--- src/rtl/keypad_pkg.sv ---
// Shared types and constants for the 4x4 keypad scanner.
//   state_t     : scanner FSM states
//   key_code_t  : 4-bit key code pushed to the FIFO
//   onehot_t    : result of onehot_idx (valid flag + bit index)
//   KEYMAP      : row-major key code table, index = row*4 + col
//   onehot_idx  : index of the single set bit of a 4-bit column vector
package keypad_pkg;

  typedef enum logic [1:0] {
    SCAN    = 2'd0,
    WAIT_DB = 2'd1,
    HELD    = 2'd2
  } state_t;

  typedef logic [3:0] key_code_t;

  typedef struct packed {
    logic       valid;
    logic [1:0] idx;
  } onehot_t;

  // Row-major layout:  1 2 3 A / 4 5 6 B / 7 8 9 C / E(*) 0 F(#) D
  localparam key_code_t KEYMAP [16] = '{
    4'h1, 4'h2, 4'h3, 4'hA,
    4'h4, 4'h5, 4'h6, 4'hB,
    4'h7, 4'h8, 4'h9, 4'hC,
    4'hE, 4'h0, 4'hF, 4'hD
  };

  function automatic onehot_t onehot_idx(input logic [3:0] v);
    onehot_t r;
    r.valid = 1'b0;
    r.idx   = 2'd0;
    case (v)
      4'b0001: begin r.valid = 1'b1; r.idx = 2'd0; end
      4'b0010: begin r.valid = 1'b1; r.idx = 2'd1; end
      4'b0100: begin r.valid = 1'b1; r.idx = 2'd2; end
      4'b1000: begin r.valid = 1'b1; r.idx = 2'd3; end
      default: ;
    endcase
    return r;
  endfunction

endpackage

--- src/rtl/key_fifo.sv ---
// Small key-code FIFO with a combinational head read.
//   clk, n_reset : clock, asynchronous active-low reset (empties FIFO, clears memory)
//   push, din    : write request and 4-bit data
//   pop          : read request (ignored when empty)
//   dout         : head entry, mem[rd_ptr]
//   full, count  : occupancy status; count is log2(DEPTH)+1 bits
module key_fifo
  import keypad_pkg::*;
#(
  parameter int DEPTH = 4
) (
  input  logic                     clk,
  input  logic                     n_reset,
  input  logic                     push,
  input  logic                     pop,
  input  key_code_t                din,
  output key_code_t                dout,
  output logic                     full,
  output logic [$clog2(DEPTH):0]   count
);

  localparam int PW = $clog2(DEPTH);
  localparam int CW = PW + 1;

  key_code_t       mem_q [DEPTH];
  key_code_t       mem_d [DEPTH];
  logic [PW-1:0]   wr_ptr_q, wr_ptr_d;
  logic [PW-1:0]   rd_ptr_q, rd_ptr_d;
  logic [CW-1:0]   count_q, count_d;
  logic            empty;
  logic            pop_ok;
  logic            push_ok;

  assign empty   = (count_q == '0);
  assign full    = (count_q == CW'(DEPTH));
  assign pop_ok  = pop & ~empty;
  // A push into a full FIFO still succeeds when the head leaves in the same cycle.
  assign push_ok = push & (~full | pop_ok);

  assign dout  = mem_q[rd_ptr_q];
  assign count = count_q;

  always_comb begin
    mem_d    = mem_q;
    wr_ptr_d = wr_ptr_q;
    rd_ptr_d = rd_ptr_q;
    count_d  = count_q;
    if (push_ok) begin
      mem_d[wr_ptr_q] = din;
      wr_ptr_d        = wr_ptr_q + PW'(1);
    end
    if (pop_ok) begin
      rd_ptr_d = rd_ptr_q + PW'(1);
    end
    case ({push_ok, pop_ok})
      2'b10:   count_d = count_q + CW'(1);
      2'b01:   count_d = count_q - CW'(1);
      default: count_d = count_q;
    endcase
  end

  always_ff @(posedge clk or negedge n_reset) begin
    if (!n_reset) begin
      for (int i = 0; i < DEPTH; i++) begin
        mem_q[i] <= '0;
      end
      wr_ptr_q <= '0;
      rd_ptr_q <= '0;
      count_q  <= '0;
    end else begin
      mem_q    <= mem_d;
      wr_ptr_q <= wr_ptr_d;
      rd_ptr_q <= rd_ptr_d;
      count_q  <= count_d;
    end
  end

endmodule

--- src/rtl/keypad_scan_decoder.sv ---
// 4x4 keypad row scanner and key encoder. Rotates a one-hot row drive,
// freezes on column activity, waits for the debouncer to confirm, then
// encodes the pressed key and queues it in a FIFO.
//   clk, n_reset  : clock, asynchronous active-low reset
//   cols_raw      : raw active-high column inputs
//   db_key        : debounced any-key level from the debouncer
//   col_captured  : column latched by the debouncer
//   rows          : one-hot row drive
//   key_any       : OR of cols_raw, feeds the debouncer button input
//   out_valid/out_ready/out_code : FIFO head handshake
//   overflow      : sticky, a confirmed press was dropped on a full FIFO
//   multi_key     : one-cycle pulse, confirm with a non-one-hot column
//   ovf_clr       : clears overflow (a same-cycle set wins)
//
// state   | meaning
// SCAN    | rotating rows every SCAN_DIV cycles, watching the columns
// WAIT_DB | row frozen, waiting for debouncer confirm or timeout
// HELD    | press handled, waiting for the key to be released
module keypad_scan_decoder
  import keypad_pkg::*;
#(
  parameter int SCAN_DIV = 16,
  parameter int TIMEOUT  = 1024,
  parameter int DEPTH    = 4
) (
  input  logic       clk,
  input  logic       n_reset,
  input  logic [3:0] cols_raw,
  input  logic       db_key,
  input  logic [3:0] col_captured,
  output logic [3:0] rows,
  output logic       key_any,
  output logic       out_valid,
  input  logic       out_ready,
  output logic [3:0] out_code,
  output logic       overflow,
  output logic       multi_key,
  input  logic       ovf_clr
);

  localparam int DIV_W = $clog2(SCAN_DIV);
  localparam int TMO_W = $clog2(TIMEOUT);
  localparam logic [DIV_W-1:0] DIV_LAST = DIV_W'(SCAN_DIV - 1);
  localparam logic [TMO_W-1:0] TMO_LAST = TMO_W'(TIMEOUT - 1);

  state_t             state_q, state_d;
  logic [3:0]         rows_q, rows_d;
  logic [1:0]         row_idx_q, row_idx_d;
  logic [DIV_W-1:0]   div_q, div_d;
  logic [TMO_W-1:0]   tmo_q, tmo_d;
  logic               overflow_q, overflow_d;
  logic               multi_key_q, multi_key_d;

  onehot_t            oh;
  key_code_t          push_code;
  logic               push_req;
  logic               ovf_set;
  logic               fifo_full;
  logic [$clog2(DEPTH):0] fifo_count;

  assign key_any   = |cols_raw;
  assign oh        = onehot_idx(col_captured);
  assign push_code = KEYMAP[{row_idx_q, oh.idx}];

  always_comb begin
    state_d     = state_q;
    rows_d      = rows_q;
    row_idx_d   = row_idx_q;
    div_d       = div_q;
    tmo_d       = tmo_q;
    push_req    = 1'b0;
    multi_key_d = 1'b0;
    case (state_q)
      SCAN: begin
        // Column activity beats a same-cycle row rotation so the row that
        // saw the key stays driven.
        if (key_any) begin
          state_d = WAIT_DB;
          tmo_d   = '0;
        end else if (div_q == DIV_LAST) begin
          div_d     = '0;
          rows_d    = {rows_q[2:0], rows_q[3]};
          row_idx_d = row_idx_q + 2'd1;
        end else begin
          div_d = div_q + DIV_W'(1);
        end
      end
      WAIT_DB: begin
        tmo_d = tmo_q + TMO_W'(1);
        if (db_key) begin
          state_d = HELD;
          if (oh.valid) begin
            push_req = 1'b1;
          end else begin
            multi_key_d = 1'b1;
          end
        end else if (tmo_q == TMO_LAST) begin
          state_d = SCAN;
          div_d   = '0;
        end
      end
      HELD: begin
        if (!db_key) begin
          state_d   = SCAN;
          div_d     = '0;
          rows_d    = {rows_q[2:0], rows_q[3]};
          row_idx_d = row_idx_q + 2'd1;
        end
      end
      default: begin
        state_d = SCAN;
      end
    endcase

    // When full, the head is present, so a ready consumer frees a slot this cycle.
    ovf_set    = push_req & fifo_full & ~out_ready;
    overflow_d = ovf_set | (overflow_q & ~ovf_clr);
  end

  always_ff @(posedge clk or negedge n_reset) begin
    if (!n_reset) begin
      state_q     <= SCAN;
      rows_q      <= 4'b0001;
      row_idx_q   <= 2'd0;
      div_q       <= '0;
      tmo_q       <= '0;
      overflow_q  <= 1'b0;
      multi_key_q <= 1'b0;
    end else begin
      state_q     <= state_d;
      rows_q      <= rows_d;
      row_idx_q   <= row_idx_d;
      div_q       <= div_d;
      tmo_q       <= tmo_d;
      overflow_q  <= overflow_d;
      multi_key_q <= multi_key_d;
    end
  end

  key_fifo #(
    .DEPTH (DEPTH)
  ) u_fifo (
    .clk     (clk),
    .n_reset (n_reset),
    .push    (push_req),
    .pop     (out_ready),
    .din     (push_code),
    .dout    (out_code),
    .full    (fifo_full),
    .count   (fifo_count)
  );

  assign out_valid = (fifo_count != '0);
  assign rows      = rows_q;
  assign overflow  = overflow_q;
  assign multi_key = multi_key_q;

endmodule

--- config.mk ---
export PLATFORM = sky130hd
export DESIGN_NAME = keypad_scan_decoder
export DESIGN_NICKNAME = d
export VERILOG_FILES = /design/src/rtl/keypad_pkg.sv /design/src/rtl/key_fifo.sv /design/src/rtl/keypad_scan_decoder.sv
export SDC_FILE = /design/constraint.sdc
export NUM_CORES = 1
export LEC_CHECK = 0
export ABC_AREA = 0
export BUFFER_PORTS_ARGS = -buffer_cell sky130_fd_sc_hd__buf_2
export CAP_MARGIN = 20
export CORE_UTILIZATION = 50
export DETAILED_ROUTE_END_ITERATION = 7
export PLACE_DENSITY = 0.72
export SETUP_SLACK_MARGIN = 0.02
export SLEW_MARGIN = 20
export SYNTH_ARGS = -nofsm -noshare
export SYNTH_HDL_FRONTEND = slang
export SYNTH_SLANG_ARGS = --single-unit
export TNS_END_PERCENT = 10
--- constraint.sdc ---
create_clock -name clk -period 2.4 [get_ports clk]
set_clock_uncertainty 0.05 [all_clocks]
set_input_delay 0.36 -clock clk [delete_from_list [all_inputs] [get_ports clk]]
set_output_delay 0.36 -clock clk [all_outputs]
set_load 0.02 [all_outputs]
==> summary by stage <==
Power and ir drop
The analysis attributes to cell leakage a power of 0.00143 µW. The worst-case IR drop observed on VDD is 0.604 mV. The cell area power density is 1110 nW/µm².

Clocking
For the worst-skew pair, the clock arrives at the later sink with an insertion delay of 0.29 ns. The root buffer cell chosen for the clock tree is clkbuf_8. The CTS tree is yes.

The register clock-pin slew on the reported worst setup and hold paths is 0.08 ns. The H-tree depth is 2. The maximum root-to-sink buffer count is 2. The tree built by TritonCTS fans out to 47 sinks. The number of clock buffers added by TritonCTS is 5.

Floorplanning
The height of the die is 75.6 µm. The width of the die is 75.6 µm. The starting density of the core is 0.524. The core region is 5170 µm². The die covers 5720 µm². During I/O placement, the number of pins put on the boundary was 25. The floorplan has 26 rows.

GRT
The global-route congestion overflow total is 0. The number of global-route vias before repair is 1868. The initial antenna violation count is 0. The first global-routing pass estimated 8110 µm of wire.

Entering global routing, the biggest net connects 48 pins. Across every metal layer, demand over resource in global routing totals 0.189.

Synth
By count the netlist is led by dfrtp_1 (46), nand2_1 (23), inv_1 (20). Dividing the synthesized area by the synthesized cell count gives 11.1 µm². The number of warning messages in the yosys log is 0.

Yosys mapped a number of flops with a built-in enable equal to 0. Synthesis handed over a netlist of 243 instances. The number of nets handed over by synthesis was 272. The largest total area in the synthesized netlist belongs to dfrtp_1.

Synthesis inferred 47 register bits. The combined area of all synthesized cells is 2710 µm². By area the synthesized netlist is led by dfrtp_1 (42%), ha_1 (6.9%), mux2_2 (6.2%), a211oi_4 (3.7%), mux4_2 (3.3%). The proportion of synthesized chip area in sequential cells is 0.435. By instance count, the leading cell after synthesis is dfrtp_1. For this run, the leading register cell type out of synthesis is dfrtp_1.

In the synthesized netlist the async set-or-reset flop fraction comes to 1.00. The unique cell type count in the Yosys netlist is 53. The area share of the largest cell type after synthesis is 0.425.

Setup path
The worst-path cell with the longest stage delay is or4b_4. Data on the critical path is required at its endpoint by 2.57 ns. The largest driver fanout on the critical path is 3. The worst setup path is launched from a register. The setup path with the least slack is of type register to register. The nature of the critical path endpoint is a register.

The worst path arrival time is 2.43 ns. The worst stage delay on the critical path is 0.55 ns. Walking the worst path, the cells encountered are or4b_4 -> inv_4 -> a211oi_4 -> inv_1 -> ha_2 -> inv_1 -> fa_2 -> xor2_1 -> nor2_1 -> xor2_1.

Detailed routing
After the first detailed-routing iteration, the DRC count stood at 92. The detailed-router iteration count before antenna repair is 4. The DRC violations left is 0.

Using the TritonRoute via totals, the vias-per-cell ratio works out to 5.42. The detail-routed net length per standard cell is 13.5 µm. The number of vias in the routed layout is 1903. For this block, the routed nets add up to 4730 µm of wire.

The count of nets left with antenna violations once routing finished came out at 0.

Finish
The count of nets after finishing is 309. The final non-filler cell total is 351. The number of inserted diodes is 0.

The area overhead of the layout relative to synthesis is 14.7%. The share of post-route cells with drive strength above 1 is 0.281.

STA
At the pin with the least slew margin, the transition time is 0.527 ns. The normalized max-slew margin is 0.646. The achievable frequency is 0.442 GHz. Setup repair after global routing left no endpoint under its margin. The worst path needs 2.26 ns of the cycle, external delays included. Setup violations remaining at the end of the flow were counted as 0. The final-report hold violation count is 0. Of the available clock period, the critical path in the final layout requires 0.943. The final count of pins violating max slew was 0.

Final hold analysis gives a worst-case slack of 0.361 ns. The total negative setup slack is 0 ns.

Run status
The run finished with clean final reports.

Placement
The total of buffers placed on input and output ports is 24. Including well taps, the total number of placed cells is 339. The routability congestion estimate from global placement is 0.753.

The wire-length estimate of the detail-placed layout is 3580 µm.

Flow run
The max-cap check violation count is 0.

Hold path
The path class of the lowest-slack min-delay path is primary input to register.
==> cells in the final DEF, fill, tap and decap left out, drive strengths merged, types with 8 or more instances in the layout <==
cell type / Yosys / final
dfrtp: 46 / 46
buf: 5 / 36
nand2: 24 / 24
mux2: 22 / 22
inv: 20 / 20
ha: 15 / 15
o21ai: 14 / 14
xnor2: 8 / 8
a21oi: 8 / 8
a211oi: 8 / 8
==> layout make-up <==
class,instances,area [µm²]
Multi-Input combinational cell,169,1410
Tap cell,70,87.6
Fill cell,446,2070
Inverter,20,77.6
Timing Repair Buffer,37,233
Sequential cell,47,1180
Clock inverter,2,35.0
Clock buffer,6,82.6
==> metrics by stage <==
| step | utilization | power [µW] | setup WS (ns) | area [µm²] |
|---|---|---|---|---|
| floorplan | - | 2500 | 0.161 | 2720 |
| global placement | 0.570 | 2780 | 0.104 | 2950 |
| detailed placement | 0.570 | 2850 | 0.0197 | 2950 |
| CTS | 0.598 | 3480 | 0.0525 | 3090 |
| global route | 0.601 | 3720 | 0.0252 | 3110 |
| finish | 0.601 | 3460 | 0.138 | 3110 |
==> worst max-delay path: cells and delay by family, from the launching register on <==
family / cells / cell delay [ns]
simple gates: 2 / 0.69
fa+ha+maj: 2 / 0.50
compound gates: 1 / 0.04
xor+xnor: 2 / 0.31
buf+inv: 3 / 0.21
flops: 1 / 0.39
==> worst paths after layout <==
kind                                           endpoint  cells past startpoint                         from  slack [ns]
max                         u_fifo.count[2]$_DFFE_PN0P_                     10  u_fifo.count[0]$_DFFE_PN0P_        0.14
min                              state_q[1]$_DFFE_PN0P_                      3                       db_key        0.36
max reg2reg                 u_fifo.count[2]$_DFFE_PN0P_                     10  u_fifo.count[0]$_DFFE_PN0P_        0.14
min reg2reg                 u_fifo.mem_q[3]$_DFFE_PN0P_                      1  u_fifo.mem_q[3]$_DFFE_PN0P_        0.44
max in group asynchronous           rows[0]$_DFFE_PN1P_                      3                      n_reset        1.51
min in group asynchronous  u_fifo.mem_q[12]$_DFFE_PN0P_                      3                      n_reset        0.53
==> flip-flops by register name, summed over array words and instances, names as in the netlist <==
signal / flops
rows: 4
u_fifo.wr_ptr_q: 2
row_idx_q: 2
u_fifo.rd_ptr_q: 2
tmo_q: 10
u_fifo.mem_q: 16
u_fifo.count: 3
multi_key: 1
state_q: 2
div_q: 4
overflow: 1
==> power breakdown <==
group,switching [µW],internal (µW),leakage [µW],total [µW]
combinational,825,738,0.000766,1560
clock,253,337,0.0000612,590
sequential,241,1060,0.000606,1300
==> kinds of logic (layout without fill, tap and decap cells) <==
kind of cell	count (synthesis)	in the layout	synth area share
and+or+nand+nor	64	64	0.124
adders and majority gates	16	16	0.0767
xor gates and xnor gates	12	12	0.0388
buffers and inverters	27	65	0.0476
DFF	47	47	0.435
muxes	28	28	0.132
AOI/OAI and AO/OA	49	49	0.146
==> metal layers <==
layer / vias up / wire length (µm) / global-route usage
li1: 943 / - / -
met1: 931 / 2080 / 0.220
met2: 24 / 2480 / 0.350
met3: 5 / 112 / 0.0397
met4: 0 / 54 / 0.0556
met5: - / 0 / 0
==> what timing repair did <==
action                     in CTS  in global routing
hold endpoints to repair       46                  0
pin swaps                       0                  3
setup endpoints to repair       1                  1
gates resized for setup         0                  3
setup buffers                   2                  1
hold buffers                    1                  0
(Power assumes the default switching activity.)
